$ cat config.mk
export PLATFORM = sky130hd
export DESIGN_NAME = incline_integrator
export DESIGN_NICKNAME = d
export VERILOG_FILES = /design/src/rtl/eBike_pkg.sv /design/src/rtl/ptch_acc_calc.sv /design/src/rtl/incline_integrator.sv
export SDC_FILE = /design/constraint.sdc
export NUM_CORES = 1
export LEC_CHECK = 0
export CORE_MARGIN = 10
export CORE_UTILIZATION = 61
export CTS_CLUSTER_SIZE = 40
export DETAILED_ROUTE_END_ITERATION = 8
export GPL_ROUTABILITY_DRIVEN = 0
export PLACE_DENSITY = 0.83
export SYNTH_ARGS = -nofsm -noshare
export SYNTH_HDL_FRONTEND = slang
export SYNTH_SLANG_ARGS = --single-unit
$ cat constraint.sdc
create_clock -name clk -period 11.4 [get_ports clk]
set_clock_uncertainty 0.15 [all_clocks]
set_input_delay 1.14 -clock clk [delete_from_list [all_inputs] [get_ports clk]]
set_output_delay 1.14 -clock clk [all_outputs]
set_load 0.01 [all_outputs]
$ cat src/rtl/eBike_pkg.sv
// Shared constants, widths and settle-FSM state type for the incline datapath.
package eBike_pkg;

  localparam logic signed [15:0] PTCH_RT_OFFSET = 16'sh0050;
  localparam logic signed [15:0] AZ_OFFSET      = 16'shFEE0;
  localparam int unsigned        FUSION_STEP    = 1024;
  localparam int unsigned        ACC_GAIN       = 327;

  localparam int unsigned INCLINE_W  = 13;
  localparam int unsigned PTCH_INT_W = 27;

  typedef enum logic {
    SETTLING = 1'b0,
    RUN      = 1'b1
  } settle_state_e;

endpackage

$ cat src/rtl/ptch_acc_calc.sv
// Accelerometer-derived pitch: offset-correct AZ, scale by ACC_GAIN, keep prod[25:13].
module ptch_acc_calc
  import eBike_pkg::*;
(
  input  logic signed [15:0] i_az,
  output logic signed [15:0] o_ptch_acc
);

  logic signed [15:0] w_az_comp;
  logic signed [25:0] w_az_sext;
  logic signed [25:0] w_prod;

  assign w_az_comp = i_az - AZ_OFFSET;
  assign w_az_sext = {{10{w_az_comp[15]}}, w_az_comp};
  assign w_prod    = w_az_sext * $signed(26'(ACC_GAIN));

  // Arithmetic shift leaves prod[25:13] sign-extended in the low 16 bits.
  assign o_ptch_acc = 16'(w_prod >>> 13);

endmodule

$ cat src/rtl/incline_integrator.sv
// Gyro pitch-rate integrator with accel fusion; outputs upper 13 bits of the accumulator.
// Optional macro INTEG_CLAMP_EN saturates the accumulator instead of wrapping.
module incline_integrator
  import eBike_pkg::*;
#(
  parameter int unsigned SETTLE_SAMPLES = 8
) (
  input  logic                        clk,
  input  logic                        rst_n,
  input  logic                        vld,
  input  logic signed [15:0]          ptch_rt,
  input  logic signed [15:0]          AZ,
  output logic signed [INCLINE_W-1:0] incline,
  output logic                        incline_upd,
  output logic                        incline_rdy
);

  localparam logic [7:0] SETTLE_LAST = 8'(SETTLE_SAMPLES - 1);

  logic signed [PTCH_INT_W-1:0] r_ptch_int;
  logic signed [INCLINE_W-1:0]  r_incline;
  logic                         r_upd;
  logic                         r_rdy;
  logic [7:0]                   r_settle_cnt;
  settle_state_e                r_state;

  logic signed [15:0]           w_ptch_rt_comp;
  logic signed [15:0]           w_ptch_acc;
  logic signed [PTCH_INT_W-1:0] w_fusion;
  logic signed [PTCH_INT_W-1:0] w_ptch_int_nxt;

  ptch_acc_calc u_ptch_acc_calc (
    .i_az       (AZ),
    .o_ptch_acc (w_ptch_acc)
  );

  assign w_ptch_rt_comp = ptch_rt - PTCH_RT_OFFSET;

  // Nudge the integrator toward the accel-derived pitch by a fixed step.
  assign w_fusion = (w_ptch_acc > $signed(r_ptch_int[26:11])) ?  $signed(27'(FUSION_STEP))
                                                              : -$signed(27'(FUSION_STEP));

`ifdef INTEG_CLAMP_EN
  localparam logic signed [27:0] SAT_MAX = 28'sh3FFFFFF;
  localparam logic signed [27:0] SAT_MIN = 28'shC000000;

  logic signed [27:0] w_sum_wide;

  assign w_sum_wide = {r_ptch_int[26], r_ptch_int}
                    - {{12{w_ptch_rt_comp[15]}}, w_ptch_rt_comp}
                    + {w_fusion[26], w_fusion};

  always_comb begin
    w_ptch_int_nxt = w_sum_wide[26:0];
    if (w_sum_wide > SAT_MAX) begin
      w_ptch_int_nxt = SAT_MAX[26:0];
    end else if (w_sum_wide < SAT_MIN) begin
      w_ptch_int_nxt = SAT_MIN[26:0];
    end
  end
`else
  assign w_ptch_int_nxt = r_ptch_int
                        - {{11{w_ptch_rt_comp[15]}}, w_ptch_rt_comp}
                        + w_fusion;
`endif

  // Accumulator, registered outputs and settle FSM.
  always_ff @(posedge clk or negedge rst_n) begin
    if (!rst_n) begin
      r_ptch_int   <= '0;
      r_incline    <= '0;
      r_upd        <= 1'b0;
      r_rdy        <= 1'b0;
      r_settle_cnt <= '0;
      r_state      <= SETTLING;
    end else begin
      r_upd <= vld;
      if (vld) begin
        r_ptch_int <= w_ptch_int_nxt;
        r_incline  <= w_ptch_int_nxt[26:14];
        unique case (r_state)
          SETTLING: begin
            if (r_settle_cnt == SETTLE_LAST) begin
              r_state <= RUN;
              r_rdy   <= 1'b1;
            end else begin
              r_settle_cnt <= r_settle_cnt + 8'd1;
            end
          end
          RUN: begin
            r_state <= RUN;
          end
        endcase
      end
    end
  end

  assign incline     = r_incline;
  assign incline_upd = r_upd;
  assign incline_rdy = r_rdy;

endmodule

==> results.md <==
* Initial Util at 0.632
* Post-DR wirelength/cell at 15.7 um
* Clock transition at path regs at 0.08 ns
* Syn nets at 933
* Clock Sinks at 38
* Most used cell, CP: ha_1
* Avg Cell Area, Syn at 9.30 um^2
* Die Width at 124 um
* Synthesized instance count at 711
* Crit path launch type: primary input
* Area growth syn-to-layout at 11.8%
* Status: finished clean
* Synthesized-area fraction occupied by adder cells at 0.419
* Ant diodes at 0
* Fmax at 0.0940 GHz
* Initial antenna violation count at 0
* Largest net degree at the start of global routing at 39
* Main combinational cell family by area after synthesis: adder cells
* Crit end category: flop
* Vias in the first global route at 5428
* Yosys top cell area share at 0.246
* Total gr overflow at 0
* Final Setup Violations at 0
* Slew headroom at 0.411
* Post-synth cell types at 60
* Sequential area share after synthesis at 0.144
* # DRC at 0
* Detailed-router iteration count before antenna repair at 6
* CP max FO at 10
* Deepest clock path buffer count at 2
* Hpwl dp at 11900 um
* Top post-synthesis cells by area: ha_1 25%, fa_1 17%, dfrtp_1 14%
* Req. time, crit path at 11.43 ns
* RSZ-0062 raised after global routing: false
* Share of cells above drive strength 1 at 0.0633
* Fin. max-slew vios at 0
* DRT Wirelength at 14000 um
* Critical path class: primary input to flop
* GRT Total Usage at 0.189
* IO Port Bufs at 49
* Critical Path Slowest Stage Cell: fa_1
* Post-synthesis compound-gate area fraction at 0.121
* CTS tree: built
* Final count of hold timing violations at 0
* Post-synthesis mux area share at 0.0216
* Slowest stage delay, CP at 0.52 ns
* Final period util at 0.933
* Worst-Skew Late Latency at 0.30 ns
* Setup total negative slack at 0 ns
* Die area at 15400 um^2
* Top-count cell post-synth: ha_1
* Number of enable flip-flop cells after synthesis at 0
* CP Data Arrival Time at 10.67 ns
* IO Pins at 50
* Drt via density at 5.69
* DRT antenna net count at 0
* Top post-synthesis cells by count: 130 x ha_1, 123 x inv_1, 57 x fa_1, 47 x xnor2_1, 41 x a21oi_1
* Nets at 979
* Final min period at 10.64 ns
* Synthesis-stage register bit count at 38
* Die Y at 124 um
* Vias at 5083
* H-Tree Depth at 2
* Cell area after synthesis at 6610 um^2
* Hold Crit Class: flop to flop
* Initial DRC count at 244
* Inserted Clock Buffers at 5
* Core footprint at 10500 um^2
* Tightest Pin Transition at 0.884 ns
* Simple-Gate Fraction of Synth Area at 0.106
* Setup bufs post-CTS at 0
* Xor/xnor cell area share of the yosys netlist at 0.0999
* Cell taking the most area after synthesis: ha_1
* First-pass GRT wire length at 24100 um
* Top FF cell, synth: dfrtp_1
* Row Count at 37
* Yosys Warn Count at 0
* Max Cap Viol at 0
* CTS Root Buffer Type: clkbuf_8
* Asr flop ratio synth at 1.00
==> cells in the final DEF (no fill, tap or decap), drive strengths merged, types with 25 or more instances in the layout <==
cell	n
clkdlybuf4s50	47
o21ai	29
a21oi	41
xor2	25
dfrtp	38
nor2	34
ha	130
fa	57
xnor2	47
nand2	34
inv	123
==> worst paths after layout <==
path,slack [ns],depth (start not counted),to,startpoint
setup / recovery,0.76,39,r_ptch_int[24],AZ[6]
hold / removal,0.31,1,incline_rdy,incline_rdy
setup reg to reg,6.56,19,r_ptch_int[24],r_ptch_int[20]
hold reg to reg,0.31,1,incline_rdy,incline_rdy
max in group asynchronous,9.74,1,r_ptch_int[11],rst_n
min in group asynchronous,0.80,1,r_settle_cnt[2],rst_n
==> per-layer routing <==
layer	up-vias	wire length (um)	global-route usage
met2	111	7440	0.354
met5	-	0	0
met1	2471	5780	0.221
met3	31	515	0.0167
li1	2470	-	-
met4	0	314	0.0626
==> worst max-delay path, delay by kind of cell <==
kind / cells / cell delay (ns)
adders and majority gates: 9 / 3.58
AOI/OAI and AO/OA: 12 / 2.41
and+or+nand+nor: 10 / 1.61
buffers and inverters: 6 / 1.08
xor gates and xnor gates: 2 / 0.83
==> what timing repair did <==
item                       in CTS  in global routing
setup endpoints to repair       0                  7
hold buffers                    0                  0
resized for setup               0                  8
==> cells by family after synthesis <==
family	after synthesis
buffers and inverters	142
flip-flops	38
AO/OA/AOI/OAI	123
AND/OR/NAND/NOR	135
adder cells (fa/ha/maj)	187
multiplexers	13
XOR/XNOR	73
==> sequential cells by signal (all words and copies together), names as in the netlist <==
register      count
r_ptch_int       27
r_settle_cnt      8
incline_rdy       1
incline_upd       1
r_state           1
==> metrics by stage <==
stage | setup WS (ns) | cell area, um^2 | utilization | cells | hold slack, ns
floorplan | 0.533 | 6610 | - | 711 | 0.291
finish | 0.760 | 7390 | 0.706 | 894 | 0.314
detailed placement | 0.0112 | 7210 | 0.689 | 886 | 0.298
CTS | 0.314 | 7350 | 0.702 | 894 | 0.317
global placement | 0.317 | 7210 | 0.689 | 886 | 0.288
global route | 0.145 | 7390 | 0.706 | 894 | 0.341
==> final cells by class <==
| type | instances | area (um^2) |
|---|---|---|
| clock buffer | 5 | 68.8 |
| fill | 774 | 3070 |
| sequential | 38 | 951 |
| multi-input combinational | 531 | 5120 |
| timing repair buffer | 57 | 548 |
| clock inverter | 3 | 68.8 |
| tap | 136 | 170 |
| inverter | 124 | 465 |
Power is not shown: default switching activity piles up to over one toggle a cycle in this logic, so the estimate is an artifact.
